File: config.mk
export PLATFORM = sky130hd
export DESIGN_NAME = axi_decerr_slave_flat
export DESIGN_NICKNAME = d
export VERILOG_FILES = /design/src/rtl/axi_decerr_slave_pkg.sv /design/src/rtl/axi_decerr_slave_if.sv /design/src/rtl/axi_decerr_slave_sat_counter.sv /design/src/rtl/axi_decerr_slave.sv /design/src/flat_wrapper.sv
export SDC_FILE = /design/constraint.sdc
export NUM_CORES = 1
export LEC_CHECK = 0
export CAP_MARGIN = 20
export CORE_AREA = 2 2 90 92
export DETAILED_ROUTE_END_ITERATION = 7
export DIE_AREA = 0 0 92 94
export DONT_BUFFER_PORTS = 1
export SETUP_SLACK_MARGIN = 0.1
export SYNTH_ARGS = -nofsm -noshare
export SYNTH_HDL_FRONTEND = slang
export SYNTH_SLANG_ARGS = --single-unit
File: constraint.sdc
create_clock -name clk -period 2.7 [get_ports clk]
set_input_delay 0.27 -clock clk [delete_from_list [all_inputs] [get_ports clk]]
set_output_delay 0.27 -clock clk [all_outputs]
set_load 0.02 [all_outputs]
File: src/rtl/axi_decerr_slave_pkg.sv
// axi_pkg: AXI response/burst constants and FSM state types shared by the default slave.
package axi_pkg;
  localparam logic [1:0] AXI_RESP_OKAY   = 2'b00;
  localparam logic [1:0] AXI_RESP_EXOKAY = 2'b01;
  localparam logic [1:0] AXI_RESP_SLVERR = 2'b10;
  localparam logic [1:0] AXI_RESP_DECERR = 2'b11;
  localparam logic [1:0] AXI_BURST_FIXED = 2'b00;
  localparam logic [1:0] AXI_BURST_INCR  = 2'b01;
  localparam logic [1:0] AXI_BURST_WRAP  = 2'b10;
  typedef enum logic {R_IDLE, R_DATA} rd_state_e;
  typedef enum logic [1:0] {W_IDLE, W_DATA, W_RESP} wr_state_e;
endpackage

File: src/rtl/axi_decerr_slave_if.sv
// axi_decerr_slave_if: AXI read/write channel bundle with master and slave views.
interface axi_decerr_slave_if #(
  parameter int ID_W   = 8,
  parameter int ADDR_W = 32,
  parameter int DATA_W = 32,
  parameter int LEN_W  = 4
);
  logic [ID_W-1:0]     arid, rid, awid, bid;
  logic [ADDR_W-1:0]   araddr, awaddr;
  logic [LEN_W-1:0]    arlen, awlen;
  logic [2:0]          arsize, awsize;
  logic [1:0]          arburst, awburst, rresp, bresp;
  logic                arvalid, arready, rlast, rvalid, rready;
  logic                awvalid, awready, wlast, wvalid, wready, bvalid, bready;
  logic [DATA_W-1:0]   rdata, wdata;
  logic [DATA_W/8-1:0] wstrb;
  modport slave (
    input  arid, araddr, arlen, arsize, arburst, arvalid, rready,
    input  awid, awaddr, awlen, awsize, awburst, awvalid,
    input  wdata, wstrb, wlast, wvalid, bready,
    output arready, rid, rdata, rresp, rlast, rvalid,
    output awready, wready, bid, bresp, bvalid
  );
  modport master (
    output arid, araddr, arlen, arsize, arburst, arvalid, rready,
    output awid, awaddr, awlen, awsize, awburst, awvalid,
    output wdata, wstrb, wlast, wvalid, bready,
    input  arready, rid, rdata, rresp, rlast, rvalid,
    input  awready, wready, bid, bresp, bvalid
  );
endinterface

File: src/rtl/axi_decerr_slave_sat_counter.sv
// sat_counter: synchronous-reset up-counter that holds at all-ones instead of wrapping.
module sat_counter #(
  parameter int W = 16
) (
  input  logic         clk,
  input  logic         rst,
  input  logic         inc,
  output logic [W-1:0] cnt
);
  logic [W-1:0] cnt_q, cnt_d;
  always_comb cnt_d = (inc && !(&cnt_q)) ? cnt_q + W'(1) : cnt_q;
  always_ff @(posedge clk) cnt_q <= rst ? '0 : cnt_d;
  assign cnt = cnt_q;
endmodule

File: src/rtl/axi_decerr_slave.sv
// axi_decerr_slave: default AXI slave answering every burst with an error response.
module axi_decerr_slave
  import axi_pkg::*;
#(
  parameter int              ID_W       = 8,
  parameter int              ADDR_W     = 32,
  parameter int              DATA_W     = 32,
  parameter int              LEN_W      = 4,
  parameter logic [1:0]      RESP_CODE  = AXI_RESP_DECERR,
  parameter logic [DATA_W-1:0] RDATA_FILL = '0,
  parameter int              CNT_W      = 16
) (
  input  logic             clk,
  input  logic             rst,
  axi_decerr_slave_if.slave bus,
  output logic [CNT_W-1:0] rd_err_cnt,
  output logic [CNT_W-1:0] wr_err_cnt,
  output logic             wlast_mismatch
);
  rd_state_e        rs_q, rs_d;
  wr_state_e        ws_q, ws_d;
  logic [ID_W-1:0]  rid_q, rid_d, bid_q, bid_d;
  logic [LEN_W-1:0] rcnt_q, rcnt_d, wcnt_q, wcnt_d;
  logic             mm_q, mm_d;
  logic             ar_hs, r_hs, aw_hs, w_hs, b_hs;
  logic             unused;
  assign unused = ^{bus.araddr, bus.arsize, bus.arburst, bus.awaddr, bus.awsize,
                    bus.awburst, bus.wdata, bus.wstrb};
  // handshakes are qualified by the rst-gated ready/valid outputs below
  assign ar_hs = bus.arvalid & bus.arready;
  assign r_hs  = bus.rvalid & bus.rready;
  assign aw_hs = bus.awvalid & bus.awready;
  assign w_hs  = bus.wvalid & bus.wready;
  assign b_hs  = bus.bvalid & bus.bready;
  assign bus.arready = !rst && rs_q == R_IDLE;
  assign bus.rvalid  = !rst && rs_q == R_DATA;
  assign bus.rid     = rid_q;
  assign bus.rdata   = RDATA_FILL;
  assign bus.rresp   = RESP_CODE;
  assign bus.rlast   = rcnt_q == '0;
  assign bus.awready = !rst && ws_q == W_IDLE;
  assign bus.wready  = !rst && ws_q == W_DATA;
  assign bus.bvalid  = !rst && ws_q == W_RESP;
  assign bus.bid     = bid_q;
  assign bus.bresp   = RESP_CODE;
  assign wlast_mismatch = mm_q;
  always_comb begin
    rs_d   = rs_q;
    rid_d  = rid_q;
    rcnt_d = rcnt_q;
    if (ar_hs) begin
      rs_d   = R_DATA;
      rid_d  = bus.arid;
      rcnt_d = bus.arlen;
    end else if (r_hs) begin
      rs_d   = rcnt_q == '0 ? R_IDLE : R_DATA;
      rcnt_d = rcnt_q == '0 ? rcnt_q : rcnt_q - LEN_W'(1);
    end
  end
  always_comb begin
    ws_d   = ws_q;
    bid_d  = bid_q;
    wcnt_d = wcnt_q;
    mm_d   = mm_q;
    if (aw_hs) begin
      ws_d   = W_DATA;
      bid_d  = bus.awid;
      wcnt_d = bus.awlen;
    end else if (w_hs) begin
      ws_d   = bus.wlast ? W_RESP : W_DATA;
      wcnt_d = wcnt_q == '0 ? wcnt_q : wcnt_q - LEN_W'(1);
      // early WLAST, or a beat past AWLEN+1 without WLAST
      mm_d   = mm_q | (bus.wlast ^ (wcnt_q == '0));
    end else if (b_hs) begin
      ws_d   = W_IDLE;
    end
  end
  always_ff @(posedge clk) begin
    if (rst) begin
      rs_q   <= R_IDLE;
      ws_q   <= W_IDLE;
      rid_q  <= '0;
      bid_q  <= '0;
      rcnt_q <= '0;
      wcnt_q <= '0;
      mm_q   <= 1'b0;
    end else begin
      rs_q   <= rs_d;
      ws_q   <= ws_d;
      rid_q  <= rid_d;
      bid_q  <= bid_d;
      rcnt_q <= rcnt_d;
      wcnt_q <= wcnt_d;
      mm_q   <= mm_d;
    end
  end
  sat_counter #(.W(CNT_W)) u_rd_cnt (.clk(clk), .rst(rst), .inc(r_hs && bus.rlast), .cnt(rd_err_cnt));
  sat_counter #(.W(CNT_W)) u_wr_cnt (.clk(clk), .rst(rst), .inc(b_hs), .cnt(wr_err_cnt));
endmodule

File: src/flat_wrapper.sv
// flat-port wrapper written by rule: the top's interface ports become plain ports
module axi_decerr_slave_flat import axi_pkg::*;
#(
  parameter int              ID_W       = 8,
  parameter int              ADDR_W     = 32,
  parameter int              DATA_W     = 32,
  parameter int              LEN_W      = 4,
  parameter logic [1:0]      RESP_CODE  = AXI_RESP_DECERR,
  parameter logic [DATA_W-1:0] RDATA_FILL = '0,
  parameter int              CNT_W      = 16
)
  (clk, rst, rd_err_cnt, wr_err_cnt, wlast_mismatch, bus_arid, bus_araddr, bus_arlen, bus_arsize, bus_arburst, bus_arvalid, bus_rready, bus_awid, bus_awaddr, bus_awlen, bus_awsize, bus_awburst, bus_awvalid, bus_wdata, bus_wstrb, bus_wlast, bus_wvalid, bus_bready, bus_arready, bus_rid, bus_rdata, bus_rresp, bus_rlast, bus_rvalid, bus_awready, bus_wready, bus_bid, bus_bresp, bus_bvalid);
  axi_decerr_slave_if #(.ID_W(ID_W), .ADDR_W(ADDR_W), .DATA_W(DATA_W), .LEN_W(LEN_W)) bus_i ();
  input  logic clk;
  input  logic rst;
  output logic [CNT_W-1:0] rd_err_cnt;
  output logic [CNT_W-1:0] wr_err_cnt;
  output logic wlast_mismatch;
  input wire logic [$bits(bus_i.arid)-1:0] bus_arid;
  input wire logic [$bits(bus_i.araddr)-1:0] bus_araddr;
  input wire logic [$bits(bus_i.arlen)-1:0] bus_arlen;
  input wire logic [$bits(bus_i.arsize)-1:0] bus_arsize;
  input wire logic [$bits(bus_i.arburst)-1:0] bus_arburst;
  input wire logic [$bits(bus_i.arvalid)-1:0] bus_arvalid;
  input wire logic [$bits(bus_i.rready)-1:0] bus_rready;
  input wire logic [$bits(bus_i.awid)-1:0] bus_awid;
  input wire logic [$bits(bus_i.awaddr)-1:0] bus_awaddr;
  input wire logic [$bits(bus_i.awlen)-1:0] bus_awlen;
  input wire logic [$bits(bus_i.awsize)-1:0] bus_awsize;
  input wire logic [$bits(bus_i.awburst)-1:0] bus_awburst;
  input wire logic [$bits(bus_i.awvalid)-1:0] bus_awvalid;
  input wire logic [$bits(bus_i.wdata)-1:0] bus_wdata;
  input wire logic [$bits(bus_i.wstrb)-1:0] bus_wstrb;
  input wire logic [$bits(bus_i.wlast)-1:0] bus_wlast;
  input wire logic [$bits(bus_i.wvalid)-1:0] bus_wvalid;
  input wire logic [$bits(bus_i.bready)-1:0] bus_bready;
  output wire logic [$bits(bus_i.arready)-1:0] bus_arready;
  output wire logic [$bits(bus_i.rid)-1:0] bus_rid;
  output wire logic [$bits(bus_i.rdata)-1:0] bus_rdata;
  output wire logic [$bits(bus_i.rresp)-1:0] bus_rresp;
  output wire logic [$bits(bus_i.rlast)-1:0] bus_rlast;
  output wire logic [$bits(bus_i.rvalid)-1:0] bus_rvalid;
  output wire logic [$bits(bus_i.awready)-1:0] bus_awready;
  output wire logic [$bits(bus_i.wready)-1:0] bus_wready;
  output wire logic [$bits(bus_i.bid)-1:0] bus_bid;
  output wire logic [$bits(bus_i.bresp)-1:0] bus_bresp;
  output wire logic [$bits(bus_i.bvalid)-1:0] bus_bvalid;
  assign bus_i.arid = bus_arid;
  assign bus_i.araddr = bus_araddr;
  assign bus_i.arlen = bus_arlen;
  assign bus_i.arsize = bus_arsize;
  assign bus_i.arburst = bus_arburst;
  assign bus_i.arvalid = bus_arvalid;
  assign bus_i.rready = bus_rready;
  assign bus_i.awid = bus_awid;
  assign bus_i.awaddr = bus_awaddr;
  assign bus_i.awlen = bus_awlen;
  assign bus_i.awsize = bus_awsize;
  assign bus_i.awburst = bus_awburst;
  assign bus_i.awvalid = bus_awvalid;
  assign bus_i.wdata = bus_wdata;
  assign bus_i.wstrb = bus_wstrb;
  assign bus_i.wlast = bus_wlast;
  assign bus_i.wvalid = bus_wvalid;
  assign bus_i.bready = bus_bready;
  assign bus_arready = bus_i.arready;
  assign bus_rid = bus_i.rid;
  assign bus_rdata = bus_i.rdata;
  assign bus_rresp = bus_i.rresp;
  assign bus_rlast = bus_i.rlast;
  assign bus_rvalid = bus_i.rvalid;
  assign bus_awready = bus_i.awready;
  assign bus_wready = bus_i.wready;
  assign bus_bid = bus_i.bid;
  assign bus_bresp = bus_i.bresp;
  assign bus_bvalid = bus_i.bvalid;
  axi_decerr_slave #(.ID_W(ID_W), .ADDR_W(ADDR_W), .DATA_W(DATA_W), .LEN_W(LEN_W), .RESP_CODE(RESP_CODE), .RDATA_FILL(RDATA_FILL), .CNT_W(CNT_W)) u_core (.clk(clk), .rst(rst), .bus(bus_i), .rd_err_cnt(rd_err_cnt), .wr_err_cnt(wr_err_cnt), .wlast_mismatch(wlast_mismatch));
endmodule
-- Word level (Yosys, flattened, before mapping)
Cells that the tools add are included.
- bits in registers: 60
- input port bits: 142
- output and inout port bits: 91
- logic and storage cells: 64
- add/sub/neg operators: 4
- equality and inequality tests: 4
- mux-type cells: 13
- bitwise logic cells: 9
- reductions and logical operators: 24
- operators with widths (cell ; count):
    $add 16x1->16 const B ; 2
    $reduce_and 16->1 ; 2
    $mux 4 ; 6
    $logic_and 1x1->1 ; 8
    $logic_not 4->1 ; 2
    $sub 4x1->4 const B ; 2
    $mux 2 ; 3
    $reduce_and 2->1 ; 3
    $reduce_bool 2->1 ; 3
    $and 1x1->1 ; 5
    $mux 1 ; 4
    $logic_not 1->1 ; 3
    $reduce_bool 3->1 ; 1
    $eq 2x1->1 const B ; 1
    $eq 2x2->1 const B ; 1
    $logic_not 2->1 ; 1
    $ne 2x1->1 const B ; 1
    $ne 2x2->1 const B ; 1
    $not 1->1 ; 2
    $reduce_or 2->1 ; 1
    $or 1x1->1 ; 1
    $xor 1x1->1 ; 1

-- Longest topological paths before layout
- depth after elaboration: 6
- mapped depth: 8
- gate-level depth less buffers: 7

-- By module
A second synthesis with hierarchy kept.
- cell total of the unflattened synthesis: 384
- area, all modules: 3224.3 um^2
- modules (own cells, without submodules) (module ; instances ; cells an instance ; area an instance (um^2) ; seq. area each (um^2)):
    sat_counter ; 2 ; 96 ; 833.3 ; 320.3
    axi_decerr_slave ; 1 ; 192 ; 1557.7 ; 560.5

-- Least setup slack after synthesis
No wires, ideal clock.
- kind: register to register
- start: register u_core.rcnt_q[0]
- end: register u_core.u_rd_cnt.cnt_q[13] (netlist: u_core.u_rd_cnt.cnt[13])
- arrival: 2.217 ns
- path slack: 0.360 ns
- stages on the path, launching flop included: 8
- period minus slack after synthesis: 2.340 ns
- path through: dfxtp_1 inv_1 ha_1 or3b_4 or4_1 buf_2 nor4b_1 mux2_1
- longest elaborated chain between the ends: 3
- ends and longest elaborated chain (what ; line ; source):
    start, declared ; axi_decerr_slave.sv:23 ; logic [LEN_W-1:0] rcnt_q, rcnt_d, wcnt_q, wcnt_d;
    start signal, assigned ; axi_decerr_slave.sv:92 ; rcnt_q <= rcnt_d;
    $logic_not 4->1 ; axi_decerr_slave.sv:40 ; assign bus.rlast = rcnt_q == '0;
    $logic_and 1x1->1 ; axi_decerr_slave.sv:97 ; sat_counter #(.W(CNT_W)) u_rd_cnt (.clk(clk), .rst(rst), .inc(r_hs && bus.rlast), .cnt(rd_err_cnt));
    $logic_and 1x1->1 ; axi_decerr_slave_sat_counter.sv:11 ; always_comb cnt_d = (inc && !(&cnt_q)) ? cnt_q + W'(1) : cnt_q;
    end signal, assigned ; axi_decerr_slave_sat_counter.sv:12 ; always_ff @(posedge clk) cnt_q <= rst ? '0 : cnt_d;
    end, declared ; axi_decerr_slave_sat_counter.sv:10 ; logic [W-1:0] cnt_q, cnt_d;
Every way passes these cells.
A chain may end at the register's enable or synchronous reset.

-- Worst setup path in the final report
- start: register u_core.rcnt_q[0]
- end: register u_core.u_rd_cnt.cnt_q[15] (netlist: u_core.u_rd_cnt.cnt[15])
Same word-level chain as after synthesis.

==> impl_metrics.json <==
{
  "arrival_ns": 2.63,
  "worst-setup-path-type": "reg -> reg",
  "grt_usage_pct": 16.8,
  "synthFlopType": "dfxtp_1",
  "hold_viol_final": 0,
  "required_ns": 2.92,
  "rsz0062_at_grt": "false",
  "p_total_uw": 1910,
  "yosysUniqueCellTypes": 52,
  "ys_seq_area_share_pct": 38.6,
  "n_antenna_cell": 0,
  "wl_per_cell_um": 14.9,
  "tns_ns": 0,
  "dp_hpwl_um": 4790,
  "final_cells": 490,
  "num_vias": 2657,
  "clk_latency_ns": 0.33,
  "hold_class": "in -> reg",
  "coreArea_sq_um": 7610,
  "synth_area_leaders": "dfxtp_1, buf_4, nand2_1",
  "gp_congestion": 0.772,
  "layout-drive-gt1-share_pct": 9.54,
  "yosysWarnings": 0,
  "ir_drop_v": 0.000243,
  "path_clk_slew_ns": 0.06,
  "slew_headroom_pct": 38.5,
  "startpoint_type": "flop",
  "io_pins": 233,
  "finalMaxSlewViolations": 0,
  "start_util_pct": 40.9,
  "fin_crit_sh_pct": 89.3,
  "drtAntennaViolNets": 0,
  "cts_sinks": 60,
  "h-tree-depth": 3,
  "cts-root-buf": "clkbuf_8",
  "rows": 32,
  "die_y_um": 94,
  "die_area_sq_um": 8650,
  "p_per_area_nw_per_um2": 574,
  "cts_tree": "done",
  "grt_pass1_vias": 2359,
  "dr.pass1.iters": 4,
  "routed_wl_um": 7320,
  "io_buffers": 0,
  "antenna_found_initial": 0,
  "num-nets-final": 529,
  "grt.overflow.total": 0,
  "yosysTopAreaCell": "dfxtp_1",
  "syn_inst": 380,
  "area_growth_pct": 6.87,
  "fmax_mhz": 415,
  "worst_slew_pin_slew_ns": 0.919,
  "placed_cells": 470,
  "die_x_um": 92,
  "drt_iter0_markers": 102,
  "min_period_ns": 2.41,
  "grt_max_degree": 33,
  "setup_viol": 0,
  "grt_pass1_wl_um": 11500,
  "drc": 0,
  "maxCapViolCount": 0,
  "clock_path_buffers": 2,
  "synth_common_cells": "dfxtp_1, nand2_1, buf_4",
  "skew_ns": 0.00625,
  "synth_most_common_cell": "dfxtp_1",
  "ys_seq_elements": 60,
  "n_fill_cell": 750,
  "syn-cell-area_sq_um": 3110,
  "endpoint_kind": "flop",
  "status": "completed",
  "async_reset_ff_share_pct": 0,
  "critPathMaxFanout": 9,
  "yosys.area.top_type_share_pct": 38.6,
  "p_leak_uw": 0.00118,
  "avgSynthCellArea_sq_um": 8.19,
  "viasPerCell": 5.42,
  "cts_buffers": 9,
  "synth_edf_count": 0
}
worst max-delay path, cell delays in order, from the launching register on:
cell     delay (ns)
dfxtp_1        0.32
inv_1          0.08
ha_1           0.19
or3b_4         0.42
or4_4          0.59
nor4_1         0.33
mux2_2         0.36
cells by family after synthesis:
group	Yosys count	share of synthesized area, %
AOI/OAI and AO/OA	75	14.7
xor gates and xnor gates	4	1.13
adders and majority gates	4	1.61
buffers and inverters	63	12.0
DFF	60	38.6
muxes	10	3.54
other	2	0.241
and+or+nand+nor	162	28.3
per-layer routing:
metal | share of wire [%] | vias up | track usage (%)
met3 | 9.9 | 8 | 6.82
met2 | 44 | 114 | 24.4
met1 | 45 | 1220 | 21.9
met5 | 0 | - | 0
li1 | - | 1315 | -
met4 | 1.0 | 0 | 7.34
layout by cell type (no fill, tap or decap), drive strengths merged, types with 3 or more instances in the layout:
| master | n |
|---|---|
| inv | 9 |
| ha | 4 |
| buf | 8 |
| nand3 | 13 |
| a211oi | 4 |
| nand2 | 44 |
| dfxtp | 60 |
| nor3 | 8 |
| nor4 | 10 |
| or4 | 9 |
| a21oi | 21 |
| and2 | 3 |
| or3 | 8 |
| and3 | 4 |
| and4 | 3 |
| nor2 | 25 |
| o21ai | 28 |
| nor4b | 3 |
| clkbuf | 15 |
| nor2b | 9 |
| o31ai | 8 |
| xor2 | 3 |
| nand4 | 12 |
| dlygate4sd3 | 4 |
| mux2 | 8 |
| conb | 36 |
timing repair:
item / CTS / global route
endpoints found under the hold margin: 20 / 1
endpoints found under the setup margin: 0 / 2
hold buffers: 3 / 1
setup buffers: 0 / 0
gates resized for setup: 0 / 2
worst paths after layout:
path	startpoint	to	slack, ns	depth (start not counted)
max	u_core.rcnt_q[0]$_SDFFE_PP0P_	u_core.u_rd_cnt.cnt[15]$_SDFFE_PP0P_	0.29	6
min	rst	u_core.u_rd_cnt.cnt[12]$_SDFFE_PP0P_	0.04	1
max reg2reg	u_core.rcnt_q[0]$_SDFFE_PP0P_	u_core.u_rd_cnt.cnt[15]$_SDFFE_PP0P_	0.29	6
min reg2reg	u_core.wcnt_q[2]$_SDFFE_PP0P_	u_core.wcnt_q[2]$_SDFFE_PP0P_	0.51	2
per-stage QoR:
stage,area (sq um),utilization [%],hold slack (ns),setup WS [ns]
floorplan,3240,-,0.379,0.360
global placement,3100,40.7,0.351,0.214
detailed placement,3100,40.7,0.353,0.177
CTS,3310,43.5,0.00170,0.158
global route,3330,43.7,0.00793,0.222
finish,3330,43.7,0.0391,0.288
flip-flops by register name (all words and copies together) (netlist names):
register               cells
u_core.bus.bid             8
u_core.bus.rid             8
u_core.rcnt_q              4
u_core.rs_q                1
u_core.u_rd_cnt.cnt       16
u_core.u_wr_cnt.cnt       16
u_core.wcnt_q              4
u_core.wlast_mismatch      1
u_core.ws_q                2
where the power goes:
part	total (uW)	internal [uW]	switching [uW]	leakage, uW
registers	977	922	54.8	0.000488
logic	191	58.8	133	0.000594
clock network	740	409	331	0.0000937
total	1910	1390	519	0.00118
area by class of cell:
type                    count  area, sq um  share of cell area [%]
multi-input cells         291         1680                    50.6
inverters                   9         33.8                    1.02
well taps                 102          128                    3.84
flip-flops and latches     60         1200                    36.1
clock inverters             1         5.00                   0.150
clock buffers              15          176                    5.30
repair buffers             12          100                    3.01
(Power assumes the default switching activity.)
